--- src/rtl/uart_pkg.sv ---
// Shared definitions for the 8N1 UART pair: data width, bit-time helper and
// the state set used by both the transmit and receive FSMs.
package uart_pkg;

   localparam int DATA_BITS = 8;

   typedef enum logic [2:0] {
      IDLE,
      START,
      DATA,
      STOP,
      DONE
   } uart_state_t;

   function automatic int calc_bit_clks(input int clk_freq, input int baud);
      return clk_freq / baud;
   endfunction

endpackage

--- src/rtl/uart_bit_timer.sv ---
// Bit-period counter: clears on clr, advances while en, and flags the last
// clock of a bit period (tick_full) and the middle of it (tick_half).
module uart_bit_timer #(
   parameter int BIT_CLKS = 16
) (
   input  logic CLK,
   input  logic RST,
   input  logic clr,
   input  logic en,
   output logic tick_full,
   output logic tick_half
);

   localparam int            CW   = $clog2(BIT_CLKS);
   localparam logic [CW-1:0] LAST = CW'(BIT_CLKS - 1);
   localparam logic [CW-1:0] HALF = CW'(BIT_CLKS / 2 - 1);

   logic [CW-1:0] cnt;

   always_ff @(posedge CLK or posedge RST) begin
      if (RST)
         cnt <= '0;
      else if (clr)
         cnt <= '0;
      else if (en)
         cnt <= (cnt == LAST) ? '0 : cnt + CW'(1);
   end

   assign tick_full = en && (cnt == LAST);
   assign tick_half = en && (cnt == HALF);

endmodule

--- src/rtl/uart_txrx.sv ---
// Independent 8N1 UART transmitter and receiver sharing CLK/RST; each half
// is a two-process FSM paced by its own uart_bit_timer.
module uart_txrx
   import uart_pkg::*;
#(
   parameter int CLK_FREQ = 50_000_000,
   parameter int BAUD     = 9600,
   parameter int BIT_CLKS = calc_bit_clks(CLK_FREQ, BAUD)
) (
   input  logic       CLK,
   input  logic       RST,
   input  logic       Tx_En_Sig,
   input  logic [7:0] Tx_Data,
   output logic       Tx_Done_Sig,
   output logic       Tx_Pin_Out,
   input  logic       Rx_Pin_In,
   input  logic       Rx_En_Sig,
   output logic       Rx_Done_Sig,
   output logic [7:0] Rx_Data
);

   localparam int IW = $clog2(DATA_BITS);
   localparam logic [IW-1:0] LAST_IDX = IW'(DATA_BITS - 1);

   // ---------------- transmitter ----------------
   uart_state_t          tx_state, tx_next;
   logic [DATA_BITS-1:0] tx_shreg, tx_shreg_nxt;
   logic [IW-1:0]        tx_idx, tx_idx_nxt;
   logic                 tx_pin_nxt, tx_run, tx_tick, tx_half_unused;

   assign tx_run = (tx_state == START) || (tx_state == DATA) || (tx_state == STOP);

   uart_bit_timer #(.BIT_CLKS(BIT_CLKS)) u_tx_timer (
      .CLK       (CLK),
      .RST       (RST),
      .clr       (!tx_run),
      .en        (tx_run),
      .tick_full (tx_tick),
      .tick_half (tx_half_unused)
   );

   // NOTE: every variable written here gets a default first, so no latch is inferred.
   always_comb begin
      tx_next      = tx_state;
      tx_shreg_nxt = tx_shreg;
      tx_idx_nxt   = tx_idx;
      case (tx_state)
         IDLE:  if (Tx_En_Sig) begin
                   tx_next      = START;
                   tx_shreg_nxt = Tx_Data;
                   tx_idx_nxt   = '0;
                end
         START: if (tx_tick) tx_next = DATA;
         DATA:  if (tx_tick) begin
                   tx_shreg_nxt = tx_shreg >> 1;
                   tx_idx_nxt   = tx_idx + IW'(1);
                   if (tx_idx == LAST_IDX) tx_next = STOP;
                end
         STOP:  if (tx_tick) tx_next = DONE;
         DONE:  tx_next = IDLE;
         default: tx_next = IDLE;
      endcase
      // Line level is registered from the next state so the pin never glitches.
      case (tx_next)
         START:   tx_pin_nxt = 1'b0;
         DATA:    tx_pin_nxt = tx_shreg_nxt[0];
         default: tx_pin_nxt = 1'b1;
      endcase
   end

   // NOTE: sequential state uses non-blocking assignments only.
   always_ff @(posedge CLK or posedge RST) begin
      if (RST) begin
         tx_state   <= IDLE;
         tx_shreg   <= '0;
         tx_idx     <= '0;
         Tx_Pin_Out <= 1'b1;
      end else begin
         tx_state   <= tx_next;
         tx_shreg   <= tx_shreg_nxt;
         tx_idx     <= tx_idx_nxt;
         Tx_Pin_Out <= tx_pin_nxt;
      end
   end

   assign Tx_Done_Sig = (tx_state == DONE);

   // ---------------- receiver ----------------
   uart_state_t          rx_state, rx_next;
   logic [DATA_BITS-1:0] rx_shreg, rx_shreg_nxt;
   logic [IW-1:0]        rx_idx, rx_idx_nxt;
   logic                 rx_meta, rx_sync, rx_prev, rx_fall, rx_load;
   logic                 rx_run, rx_clr, rx_tick, rx_half;

   // NOTE: synchroniser flops reset to the idle line level so reset release is not seen as a start edge.
   always_ff @(posedge CLK or posedge RST) begin
      if (RST) begin
         rx_meta <= 1'b1;
         rx_sync <= 1'b1;
         rx_prev <= 1'b1;
      end else begin
         rx_meta <= Rx_Pin_In;
         rx_sync <= rx_meta;
         rx_prev <= rx_sync;
      end
   end

   assign rx_fall = rx_prev && !rx_sync;
   assign rx_run  = (rx_state == START) || (rx_state == DATA) || (rx_state == STOP);
   // Restarting the timer at the start-bit midpoint makes later ticks land mid-bit.
   assign rx_clr  = !rx_run || ((rx_state == START) && rx_half);

   uart_bit_timer #(.BIT_CLKS(BIT_CLKS)) u_rx_timer (
      .CLK       (CLK),
      .RST       (RST),
      .clr       (rx_clr),
      .en        (rx_run),
      .tick_full (rx_tick),
      .tick_half (rx_half)
   );

   always_comb begin
      rx_next      = rx_state;
      rx_shreg_nxt = rx_shreg;
      rx_idx_nxt   = rx_idx;
      rx_load      = 1'b0;
      case (rx_state)
         IDLE:  if (Rx_En_Sig && rx_fall) begin
                   rx_next    = START;
                   rx_idx_nxt = '0;
                end
         START: if (rx_half) rx_next = rx_sync ? IDLE : DATA;
         DATA:  if (rx_tick) begin
                   rx_shreg_nxt = {rx_sync, rx_shreg[DATA_BITS-1:1]};
                   rx_idx_nxt   = rx_idx + IW'(1);
                   if (rx_idx == LAST_IDX) rx_next = STOP;
                end
         STOP:  if (rx_tick) begin
                   rx_next = rx_sync ? DONE : IDLE;
                   rx_load = rx_sync;
                end
         DONE:  rx_next = IDLE;
         default: rx_next = IDLE;
      endcase
   end

   always_ff @(posedge CLK or posedge RST) begin
      if (RST) begin
         rx_state <= IDLE;
         rx_shreg <= '0;
         rx_idx   <= '0;
         Rx_Data  <= '0;
      end else begin
         rx_state <= rx_next;
         rx_shreg <= rx_shreg_nxt;
         rx_idx   <= rx_idx_nxt;
         if (rx_load) Rx_Data <= rx_shreg;
      end
   end

   assign Rx_Done_Sig = (rx_state == DONE);

endmodule

--- config.mk ---
export PLATFORM = sky130hd
export DESIGN_NAME = uart_txrx
export DESIGN_NICKNAME = d
export VERILOG_FILES = /design/src/rtl/uart_pkg.sv /design/src/rtl/uart_bit_timer.sv /design/src/rtl/uart_txrx.sv
export SDC_FILE = /design/constraint.sdc
export NUM_CORES = 1
export LEC_CHECK = 0
export BUFFER_PORTS_ARGS = -buffer_cell sky130_fd_sc_hd__buf_4
export CAP_MARGIN = 15
export CORE_MARGIN = 5
export CORE_UTILIZATION = 40
export DETAILED_ROUTE_END_ITERATION = 8
export GPL_ROUTABILITY_DRIVEN = 0
export PLACE_DENSITY = 0.59
export REMOVE_ABC_BUFFERS = 1
export SYNTH_ARGS = -nofsm -noshare
export SYNTH_HDL_FRONTEND = slang
export SYNTH_SLANG_ARGS = --single-unit
--- constraint.sdc ---
create_clock -name CLK -period 2.5 [get_ports CLK]
set_clock_uncertainty 0.15 [all_clocks]
set_input_delay 0.25 -clock CLK [delete_from_list [all_inputs] [get_ports CLK]]
set_output_delay 0.25 -clock CLK [all_outputs]
set_load 0.005 [all_outputs]
; ---- Word-level counts from Yosys, hierarchy flattened
; Cells that the tools add are included.
[op_classes]
add_sub_neg = 4
multipliers = 0
div_mod_pow = 0
order_cmp = 0
eq_ne = 22
shift = 0
muxes = 31
n_bitwise = 0
n_reduce_logical = 22
[ops]
columns = operator, count
row1 = $mux 13, 5
row2 = $mux 3, 15
row3 = $add 13x1->13 const B, 2
row4 = $eq 13x13->1 const B, 2
row5 = $pmux 3 s4, 2
row6 = $mux 8, 2
row7 = $pmux 8 s2, 1
row8 = $eq 3x2->1 const B, 5
row9 = $eq 13x12->1 const B, 1
row10 = $eq 3x3->1 const B, 4
row11 = $ne 2x2->1 const B, 6
row12 = $pmux 3 s2, 2
row13 = $eq 3x1->1 const B, 3
row14 = $add 3x1->3 const B, 2
row15 = $logic_and 1x1->1, 6
row16 = $logic_not 3->1, 2
row17 = $reduce_and 3->1, 2
row18 = $reduce_bool 2->1, 3
row19 = $logic_or 1x1->1, 5
row20 = $reduce_and 5->1, 1
row21 = $logic_not 1->1, 2
row22 = $mux 1, 2
row23 = $mux 2, 1
row24 = $ne 2x1->1 const B, 1
row25 = 2 further kinds, 2
[word_totals]
reg_bits = 66
latchBits = 0
ram_bits = 0
mem_bits_ro = 0
elab_cells = 93
memories = 0

; ---- Logic depth before layout (Yosys ltp)
[depth]
word_depth = 8
ltp_mapped = 7
depth_no_buf = 7

; ---- Cells and area by module
; From an unflattened synthesis, not the netlist that was laid out.
[unflattened]
cells_unflattened = 316
hier_area_um2 = 3457.1
[modules_own_cells]
columns = mod, instances, cells_each, area_per_inst_um2, seq_area_each_um2
row1 = uart_txrx, 1, 154, 1850.5, 1006.0
row2 = uart_bit_timer, 2, 81, 803.3, 325.3

; ---- Worst setup path before layout
; OpenSTA, ideal clock, no wires.
[synth_timing]
path_kind = reg-to-reg
from = reg u_rx_timer.cnt[0]
to = reg rx_shreg[0]
arrival_ps = 1818
t_required_ps = 2225
path_slack_ps = 407
stages_incl_launch_ff = 7
path_cell_list = dfrtp_1 > ha_1 > and4bb_2 > nand4_2 > nor3_2 > buf_4 > mux2_2
[synth_via]
elab_chain_cells = 3
[synth_lines]
columns = item, line
row1 = start: declaration, uart_bit_timer.sv:18  ; logic [CW-1:0] cnt;
row2 = start signal: assignment, uart_bit_timer.sv:26  ; cnt <= (cnt == LAST) ? '0 : cnt + CW'(1);
row3 = $eq 13x13->1, uart_bit_timer.sv:29  ; assign tick_full = en && (cnt == LAST);
row4 = $logic_and 1x1->1, uart_bit_timer.sv:29
row5 = $reduce_and 2->1 (no source line), n/a
row6 = end signal: assignment, uart_txrx.sv:155  ; rx_shreg <= rx_shreg_nxt;
row7 = end: declaration, uart_txrx.sv:90  ; logic [DATA_BITS-1:0] rx_shreg, rx_shreg_nxt;
; No other way between the ends.
; A chain may end at the register's enable or synchronous reset.

; ---- Worst setup path after layout
[layout_timing]
from = reg u_tx_timer.cnt[0]
to = reg tx_idx[0]
[layout_via]
elab_chain_cells = 4
[layout_lines]
columns = item, line
row1 = start: declaration, uart_bit_timer.sv:18
row2 = start signal: assignment, uart_bit_timer.sv:26
row3 = $eq 13x13->1, uart_bit_timer.sv:29
row4 = $logic_and 1x1->1, uart_bit_timer.sv:29
row5 = $ne 2x2->1 (no source line), n/a
row6 = $reduce_and 3->1 (no source line), n/a
row7 = end signal: assignment, uart_txrx.sv:81  ; tx_idx <= tx_idx_nxt;
row8 = end: declaration, uart_txrx.sv:28  ; logic [IW-1:0] tx_idx, tx_idx_nxt;
; No other way between the ends.

==> impl_metrics.toml <==
[status]
status = "finished, final reports clean"

[die]
dieArea_sq_um = 9420
core_area_sq_um = 7330
die-height_um = 97.1
ios = 24
num_rows = 31
start_util = 0.414
fp.dieW_um = 97.1

[detailed_routing]
dr.pass1.iters = 4
drt_iter0_drc = 76
ant_nets = 0
routed_wl_um = 5360
avgViaCountPerCell = 5.01
dr_total_vias = 2090
post_drt_wl_per_cell_um = 12.9
drc = 0

[timing]
setup_violations = 0
fin_ws_ns = 0.238
hold_viol = 0
rsz0062_at_grt = "false"
tns_ns = 0
fmax_ghz = 0.442
period_needed_ns = 2.26
maxSlewViolCount = 0
finalCritPeriodShare = 0.905
whs_ns = 0.0248
worst_pin_slew_ns = 0.628
relSlewSlack = 0.581

[synthesis]
yosysWarnings = 0
ys_seq_area_frac = 0.546
synthCells = 272
ys_types = 44
syn_area_sq_um = 3030
ys_seq_elements = 66
avgSynthCellArea_sq_um = 11.1

[cells_and_area]
instances_no_fill = 417
syn_to_final_growth_pct = 21.5
final_cell_mix = "dfrtp_1 (62), nor2_1 (33), nand2_1 (27)"
multi_input_area_sq_um = 1310
fin_util = 0.502
final_common_cell = "dfrtp_1"
nNetsFinal = 332
drive_gt1_frac = 0.245
fin_area_sq_um = 3680
final-seq-area_sq_um = 1660
fillers = 667
insertedDiodeCount = 0

[global_routing]
grt_max_degree = 39
grt_pass1_wl_um = 9610
antenna_found_initial = 0
gr-total-overflow = 0
first_global_vias = 2058
grt.total_usage = 0.123

[power]
peakVddDrop_uv = 493
power_leakage_nw = 1.67
fin_total_pwr_mw = 2.24
power_density_nw_per_um2 = 609

[place]
dp_slack_ns = 0.243
port_buffers = 23
dp.cells = 392
dpl_cell_area_sq_um = 3340
post-dp-hpwl_um = 3680

[cts]
post-cts-setup-buffers = 0
clkTransAtPathRegs_ns = 0.07
cts_resized = 0
cts_max_path_buffers = 2
cts.sink_count = 66
h-tree-depth = 3
cts_hold_buf = 9
cts_buffers = 9
cts_tree = "yes"
clk_latency_ns = 0.34
clockRootBuffer = "clkbuf_8"

[worst_setup_path]
crit_arrival_ns = 2.33
worst_path_max_delay_cell = "a2111o_1"
crit_chain = "ha_1, and4bb_2, nand3_2, a2111o_1, mux2_2"
crit_required_ns = 2.57
critPathKind = "reg2reg"
endpoint_kind = "flop"
critical-path-max-stage-delay_ns = 0.60
path_max_fanout = 11
cp-start-kind = "flop"

[worst_hold_path]
hold_class = "in2reg"

[job]
drv_cap = 0
==> cells by family after synthesis <==
logic type,after synthesis,share of synthesized area
xor+xnor,21,0.0607
buf+inv,17,0.0231
compound gates,24,0.0524
flops,66,0.546
mux,20,0.0730
fa+ha+maj,6,0.0248
simple gates,118,0.220
==> report_power, final <==
group	internal [mW]	switching [mW]	total, mW	leakage [nW]
logic	0.0287	0.0311	0.0598	0.708
registers	1.08	0.00540	1.08	0.847
clock network	0.691	0.408	1.10	0.119
==> cell type report <==
class	count	area share
clock inverter	6	0.0309
multi-input combinational	189	0.354
inverter	11	0.0112
clock buffer	10	0.0374
timing repair buffer	36	0.0829
sequential	66	0.450
tap	99	0.0336
==> state kept, by name, indices dropped and copies added (netlist names), 3 cells and up <==
name            cells
Rx_Data             8
rx_shreg            8
u_tx_timer.cnt     13
rx_idx              3
u_rx_timer.cnt     13
tx_state            3
rx_state            3
tx_shreg            8
tx_idx              3
==> critical path, delay by kind of cell (launching register included) <==
family                   cells  cell delay [ns]
multiplexers                 1             0.32
flip-flops                   1             0.41
AND/OR/NAND/NOR              2             0.40
AO/OA/AOI/OAI                1             0.60
adder cells (fa/ha/maj)      1             0.27
==> synth_stat cells, drive strengths merged <==
cell,count,area share
a221oi,1,0.0029
a32oi,1,0.0029
nand2,27,0.033
nor4,2,0.0041
ha,6,0.025
inv,11,0.014
clkbuf,3,0.0037
a22oi,6,0.015
o21ai,6,0.0099
and2,2,0.0041
nor4bb,2,0.0066
o211ai,1,0.0025
nand2b,3,0.0062
nor2,33,0.041
xor2,9,0.026
or4,1,0.0025
nor4b,3,0.016
nand3,16,0.028
dfrtp,62,0.51
and4bb,4,0.017
a21oi,6,0.0099
a22o,2,0.0058
dfstp,4,0.035
mux2i,3,0.0099
and4,1,0.0029
and4b,1,0.0033
xnor2,12,0.035
mux2,17,0.063
or3b,1,0.0029
nor3b,2,0.0050
a2111o,1,0.0037
nand4,5,0.012
and3,2,0.0041
or2,1,0.0021
nor3,7,0.019
or3,5,0.010
buf,3,0.0058
==> worst paths after layout <==
check,startpoint,to,slack (ns),cells after the start
setup / recovery,u_tx_timer.cnt[0],tx_idx[0],0.24,5
setup reg to reg,u_tx_timer.cnt[0],tx_idx[0],0.24,5
min in group asynchronous,RST,u_rx_timer.cnt[12],0.40,3
hold reg to reg,rx_meta,rx_sync,0.21,0
max in group asynchronous,RST,rx_meta,1.12,4
hold / removal,Tx_Data[0],tx_shreg[0],0.02,3
==> routing by layer <==
metal	share of wire	GRT usage	wire length, um
met1	0.49	0.163	2630
met2	0.46	0.188	2440
met3	0.046	0.0438	245
met4	0.0076	0.0389	41
met5	0	0	0
No activity file was read; power rests on OpenSTA's default activity.
